## config.mk

```make
export PLATFORM = sky130hd
export DESIGN_NAME = if_fetch_queue_flat
export DESIGN_NICKNAME = d
export VERILOG_FILES = /design/src/rtl/if_fetch_queue_if.sv /design/src/rtl/if_fetch_queue.sv /design/src/flat_wrapper.sv
export SDC_FILE = /design/constraint.sdc
export NUM_CORES = 1
export LEC_CHECK = 0
export BUFFER_PORTS_ARGS = -buffer_cell sky130_fd_sc_hd__buf_2
export CAP_MARGIN = 20
export CORE_UTILIZATION = 50
export CTS_BUF_LIST = sky130_fd_sc_hd__clkbuf_8
export DETAILED_ROUTE_END_ITERATION = 10
export PLACE_DENSITY = 0.69
export SLEW_MARGIN = 20
export SYNTH_ARGS = -nofsm -noshare
export SYNTH_HDL_FRONTEND = slang
export SYNTH_SLANG_ARGS = --single-unit
```

## constraint.sdc

```tcl
create_clock -name clk -period 3.4 [get_ports clk]
set_clock_uncertainty 0.2 [all_clocks]
set_input_delay 0.51 -clock clk [delete_from_list [all_inputs] [get_ports clk]]
set_output_delay 0.51 -clock clk [all_outputs]
set_load 0.02 [all_outputs]
```

## src/rtl/if_fetch_queue_if.sv

```systemverilog
// Fetch-queue bus: instruction-memory port, ID-stage hand-off and EX redirect.
// master = fetch queue side, slave = memory/ID/EX environment side.
interface if_fetch_queue_if;
   logic        stall;
   logic        branch_taken;
   logic [63:0] branch_target;
   logic [31:0] im_dout;
   logic        im_req;
   logic [63:0] im_addr;
   logic [31:0] instruction_IF;
   logic [63:0] pc_IF;
   logic        valid_IF;

   modport master (
      input  stall,
      input  branch_taken,
      input  branch_target,
      input  im_dout,
      output im_req,
      output im_addr,
      output instruction_IF,
      output pc_IF,
      output valid_IF
   );

   modport slave (
      output stall,
      output branch_taken,
      output branch_target,
      output im_dout,
      input  im_req,
      input  im_addr,
      input  instruction_IF,
      input  pc_IF,
      input  valid_IF
   );
endinterface

```

## src/rtl/if_fetch_queue.sv

```systemverilog
// Instruction-fetch front end: sequential fetch into a DEPTH-entry {pc, insn} FIFO
// feeding ID, with EX redirect flushing both the queue and the outstanding request.
module if_fetch_queue #(
   parameter int unsigned DEPTH    = 4,
   parameter logic [63:0] RESET_PC = 64'h0,
   parameter logic [31:0] NOP_INSN = 32'h00000013
) (
   input logic              clk,
   input logic              reset,
   if_fetch_queue_if.master bus
);
   localparam int unsigned AW = (DEPTH > 1) ? $clog2(DEPTH) : 1;
   localparam int unsigned CW = AW + 1;

   if ((DEPTH < 2) || ((DEPTH & (DEPTH - 1)) != 0)) begin : g_bad_depth
      $error("if_fetch_queue: DEPTH must be a power of two >= 2");
   end

   logic [AW-1:0] head_q, head_d;
   logic [AW-1:0] tail_q, tail_d;
   logic [CW-1:0] count_q, count_d;
   logic          inflight_q, inflight_d;
   logic [63:0]   inflight_pc_q, inflight_pc_d;
   logic [63:0]   fetch_pc_q, fetch_pc_d;
   logic [63:0]   pc_mem_q   [DEPTH];
   logic [31:0]   insn_mem_q [DEPTH];

   logic          flush;
   logic [CW-1:0] occupancy;
   logic          issue;
   logic          push;
   logic          pop;
   logic          head_valid;

   // Counting the in-flight request as occupied guarantees its response always has a slot.
   always_comb begin
      flush      = bus.branch_taken;
      occupancy  = count_q + CW'(inflight_q);
      head_valid = (count_q != '0);
      issue      = reset && !flush && (occupancy < CW'(DEPTH));
      push       = inflight_q && !flush;
      pop        = head_valid && !bus.stall && !flush;
   end

   always_comb begin
      head_d        = head_q;
      tail_d        = tail_q;
      count_d       = count_q;
      inflight_d    = issue;
      inflight_pc_d = inflight_pc_q;
      fetch_pc_d    = fetch_pc_q;

      if (issue) begin
         inflight_pc_d = fetch_pc_q;
         fetch_pc_d    = fetch_pc_q + 64'd4;
      end
      if (push) begin
         tail_d = tail_q + AW'(1);
      end
      if (pop) begin
         head_d = head_q + AW'(1);
      end
      case ({push, pop})
         2'b10:   count_d = count_q + CW'(1);
         2'b01:   count_d = count_q - CW'(1);
         default: count_d = count_q;
      endcase

      if (flush) begin
         head_d     = '0;
         tail_d     = '0;
         count_d    = '0;
         inflight_d = 1'b0;
         fetch_pc_d = {bus.branch_target[63:2], 2'b00};
      end
   end

   always_ff @(posedge clk or negedge reset) begin
      if (!reset) begin
         head_q        <= '0;
         tail_q        <= '0;
         count_q       <= '0;
         inflight_q    <= 1'b0;
         inflight_pc_q <= '0;
         fetch_pc_q    <= RESET_PC;
      end else begin
         head_q        <= head_d;
         tail_q        <= tail_d;
         count_q       <= count_d;
         inflight_q    <= inflight_d;
         inflight_pc_q <= inflight_pc_d;
         fetch_pc_q    <= fetch_pc_d;
      end
   end

   // Payload storage carries no reset; count_q alone decides what is visible.
   always_ff @(posedge clk) begin
      if (push) begin
         pc_mem_q[tail_q]   <= inflight_pc_q;
         insn_mem_q[tail_q] <= bus.im_dout;
      end
   end

   assign bus.im_req         = issue;
   assign bus.im_addr        = fetch_pc_q;
   assign bus.valid_IF       = head_valid;
   assign bus.instruction_IF = head_valid ? insn_mem_q[head_q] : NOP_INSN;
   assign bus.pc_IF          = head_valid ? pc_mem_q[head_q] : '0;

   a_no_push_when_full : assert property (@(posedge clk) disable iff (!reset)
      push && !pop |-> (count_q < CW'(DEPTH)));
   a_no_pop_when_empty : assert property (@(posedge clk) disable iff (!reset)
      pop |-> head_valid);
endmodule

```

## src/flat_wrapper.sv

```systemverilog
// flat-port wrapper written by rule: the top's interface ports become plain ports
module if_fetch_queue_flat 
#(
   parameter int unsigned DEPTH    = 4,
   parameter logic [63:0] RESET_PC = 64'h0,
   parameter logic [31:0] NOP_INSN = 32'h00000013
)
  (clk, reset, bus_stall, bus_branch_taken, bus_branch_target, bus_im_dout, bus_im_req, bus_im_addr, bus_instruction_IF, bus_pc_IF, bus_valid_IF);
  if_fetch_queue_if bus_i ();
  input logic clk;
  input logic reset;
  input wire logic [$bits(bus_i.stall)-1:0] bus_stall;
  input wire logic [$bits(bus_i.branch_taken)-1:0] bus_branch_taken;
  input wire logic [$bits(bus_i.branch_target)-1:0] bus_branch_target;
  input wire logic [$bits(bus_i.im_dout)-1:0] bus_im_dout;
  output wire logic [$bits(bus_i.im_req)-1:0] bus_im_req;
  output wire logic [$bits(bus_i.im_addr)-1:0] bus_im_addr;
  output wire logic [$bits(bus_i.instruction_IF)-1:0] bus_instruction_IF;
  output wire logic [$bits(bus_i.pc_IF)-1:0] bus_pc_IF;
  output wire logic [$bits(bus_i.valid_IF)-1:0] bus_valid_IF;
  assign bus_i.stall = bus_stall;
  assign bus_i.branch_taken = bus_branch_taken;
  assign bus_i.branch_target = bus_branch_target;
  assign bus_i.im_dout = bus_im_dout;
  assign bus_im_req = bus_i.im_req;
  assign bus_im_addr = bus_i.im_addr;
  assign bus_instruction_IF = bus_i.instruction_IF;
  assign bus_pc_IF = bus_i.pc_IF;
  assign bus_valid_IF = bus_i.valid_IF;
  if_fetch_queue #(.DEPTH(DEPTH), .RESET_PC(RESET_PC), .NOP_INSN(NOP_INSN)) u_core (.clk(clk), .reset(reset), .bus(bus_i));
endmodule
```

==> impl_metrics.toml <==
[die]
ios = 262
die_w_um = 206
dieArea_um2 = 42500
rows = 74
die_h_um = 206
initial_core_util_pct = 50.9
coreArea_um2 = 40900

[clock_tree]
cts_made_buffers = 83
cts.clk_slew.worst_paths_ns = 0.06
cts_buffer_depth = 3
cts_resized = 0
cts_max_level = 3
cts_tree = "done"
cts.sinks = 508
cts_root_buf = "clkbuf_8"
clk_latency_ns = 0.63

[logic_synthesis]
ys_async_sr_fraction_pct = 26.0
synth_area_um2 = 20800
synth_seq_cells = 508
avgSynthCellArea_um2 = 15.1
synth_xor_area_share_pct = 1.18
synth_ff_type = "edfxtp_1"
synth_area_leaders = "edfxtp_1 54%, dfrtp_1 16%, mux4_2 10%, nand2_1 4.1%, and2_1 3.0%"
yosys.area.top_type = "edfxtp_1"
synthMuxAreaShare_pct = 10.6
seq_area_frac_synth_pct = 70.1
ys_warn_count = 0
synth_cells = 1376
yosys.area_share.simple_pct = 12.8
netlist.area_leader.share_pct = 54.2
synth_top_family_by_area = "simple AND/OR/NAND/NOR gates"
synthAdderAreaFrac_pct = 0.397
synth_edf_count = 376
synth_compound_area_share_pct = 3.17
netlist-cell-type-count = 47

[min_path]
worstHoldStart = "bus_branch_target[30]"
hold_end = "u_core.bus.im_addr[30]$_DFFE_PN0N_"
hold_path_class = "in -> reg"
hold_depth = 3

[timing]
drv_slew = 0
fin_setup_tns_ns = 0
slew_headroom_pct = 34.9
period_needed_ns = 3.13
worstMarginPinSlew_ns = 0.977
max_freq_ghz = 0.320
finalSetupViolCount = 0
hold_violations = 0
final.period_utilization_pct = 92.0
rsz0062_at_grt = "false"

[setup_path]
crit_path_end_kind = "flip-flop"
critPathMaxFanout = 10
r2r-start = "u_core.bus.im_addr[10]$_DFFE_PN0N_"
r2r-end = "u_core.bus.im_addr[53]$_DFFE_PN0N_"
worstPathRequired_ns = 3.76
startpoint_type = "flip-flop"
reg2reg_setup_slack_ns = 0.27
crit_type = "reg -> reg"
critical_path_arrival_ns = 3.48
ff2ff_path_depth = 5

[routing]
route.antenna.remaining_nets = 0
wirelength_um = 52400
drt_iter0_markers = 1050
route.detailed.drc = 0
drt_pass1_iterations = 5
vias = 13500
via_per_inst = 5.66
avgRoutedWirePerCell_um = 22.0

[grt]
antenna_found_initial = 2
grt_pass1_vias = 13300
track_usage_pct = 25.0
overflow = 0
grt_pass1_wl_um = 78100
grt_max_degree = 70

[final_layout]
finalInstanceArea_um2 = 25500
drive_gt1_share_pct = 28.4
fillers = 3144
multi_input_area_um2 = 5880
syn_to_final_growth_pct = 22.6
utilization_pct = 62.4
seqCellArea_um2 = 14600
nets = 1888

[placement]
placed_area_um2 = 23000
gp_congestion = 0.820
hpwl_um = 32400
port_buffers = 255

[pwr]
power_density_nw_per_um2 = 725
p_leak_nw = 9.75
ir_worst_vdd_v = 0.000535

[job]
maxCapViolCount = 0

[status]
status = "finished, final reports clean"
power breakdown:
group	internal [mW]	switching, mW	total (mW)	leakage, nW
Combinational	2.23	3.13	5.36	3.83
Clock	2.57	2.39	4.96	0.913
Sequential	7.58	0.629	8.20	5.00
per-layer routing:
| metal | routed length [um] | vias to the layer above | track usage, % |
|---|---|---|---|
| li1 | - | 6029 | - |
| met1 | 21700 | 6799 | 34.0 |
| met2 | 25400 | 563 | 39.9 |
| met3 | 4220 | 76 | 5.77 |
| met4 | 1130 | 0 | 8.11 |
| met5 | 0 | - | 0 |
critical path: stages (launching register included):
cell	delay [ns]
dfrtp_1	0.49
nand4_2	0.16
or4_1	0.70
or4_1	0.79
or4_1	0.56
a31oi_1	0.17
cells in the final DEF (no fill, tap or decap), types with 13 or more instances in the layout:
cell and n:
nand2_1 229, dlygate4sd3_1 93, or3_1 13, inv_1 42, buf_4 36, nand4_1 34, edfxtp_1 376, mux4_2 94
and2_1 95, or4_1 21, a31oi_1 26, buf_12 15, clkbuf_8 92, o21ai_0 43, nor4_1 19, nand3_1 26
dfrtp_1 130, nor2_1 46, xnor2_1 18, buf_2 254
synthesized netlist by cell type, drive strengths merged (2+ instances only):
master	n
nor4	19
and2	99
or3	13
clkbuf	63
nor2	46
a31oi	26
nor3	10
nand3	26
o31ai	12
nand2b	3
o21ai	43
a211o	3
a22oi	2
nor2b	7
a31o	2
and3	9
mux2i	8
and4	9
o31a	4
buf	18
mux4	94
or4	21
dfrtp	132
xnor2	18
nand4	35
edfxtp	376
nor3b	2
a221o	5
xor2	10
ha	5
nand2	230
inv	13
or2	3
layout make-up:
class	instances	area share, %
Antenna cell	1	0.00980
Clock buffer	92	4.96
Clock inverter	59	1.12
Inverter	13	0.191
Multi-Input combinational cell	777	23.0
Sequential cell	508	57.2
Tap cell	532	2.61
Timing Repair Buffer	399	10.9
worst max-delay path by stage:
stage	slack (ns)	end	depth (start not counted)	startpoint
floorplan	0.43	bus_instruction_IF[10]	5	u_core.head_q[0]$_DFFE_PN0P_
global placement	0.35	u_core.bus.im_addr[53]$_DFFE_PN0N_	5	u_core.bus.im_addr[10]$_DFFE_PN0N_
detailed placement	0.30	u_core.bus.im_addr[53]$_DFFE_PN0N_	5	u_core.bus.im_addr[11]$_DFFE_PN0N_
CTS	0.02	bus_pc_IF[25]	4	u_core.head_q[0]$_DFFE_PN0P_
global route	0.12	bus_im_req	6	u_core.inflight_q$_DFF_PN0_
finish	0.27	u_core.bus.im_addr[53]$_DFFE_PN0N_	5	u_core.bus.im_addr[10]$_DFFE_PN0N_
cell families after synthesis:
kind of cell / after synthesis
and+or+nand+nor: 533
DFF: 508
AOI/OAI and AO/OA: 103
muxes: 103
buffers and inverters: 94
xor gates and xnor gates: 28
adders and majority gates: 6
other: 1
flip-flops by register name, summed over array words and instances (netlist names):
signal,count
u_core.bus.im_addr,62
u_core.inflight_q,1
u_core.pc_mem_q,248
u_core.tail_q,2
u_core.inflight_pc_q,62
u_core.insn_mem_q,128
u_core.head_q,2
u_core.count_q,3
timing repair:
item,4_1_cts,5_1_grt
hold buffers,93,0
endpoints found under the hold margin,295,0
setup endpoints to repair,0,6
setup buffers,0,7
stage by stage:
| step | setup WS, ns | hold WS, ns | power (mW) | instances |
|---|---|---|---|---|
| after floorplan | 0.432 | 0.0144 | 11.5 | 1379 |
| after global placement | 0.353 | 0.108 | 13.5 | 2129 |
| after detailed placement | 0.300 | 0.107 | 13.6 | 2129 |
| after CTS | 0.0169 | 0.000240 | 18.6 | 2373 |
| after global routing | 0.123 | 0.0127 | 19.4 | 2381 |
| final | 0.272 | 0.0435 | 18.5 | 2381 |
(Power assumes the default switching activity.)
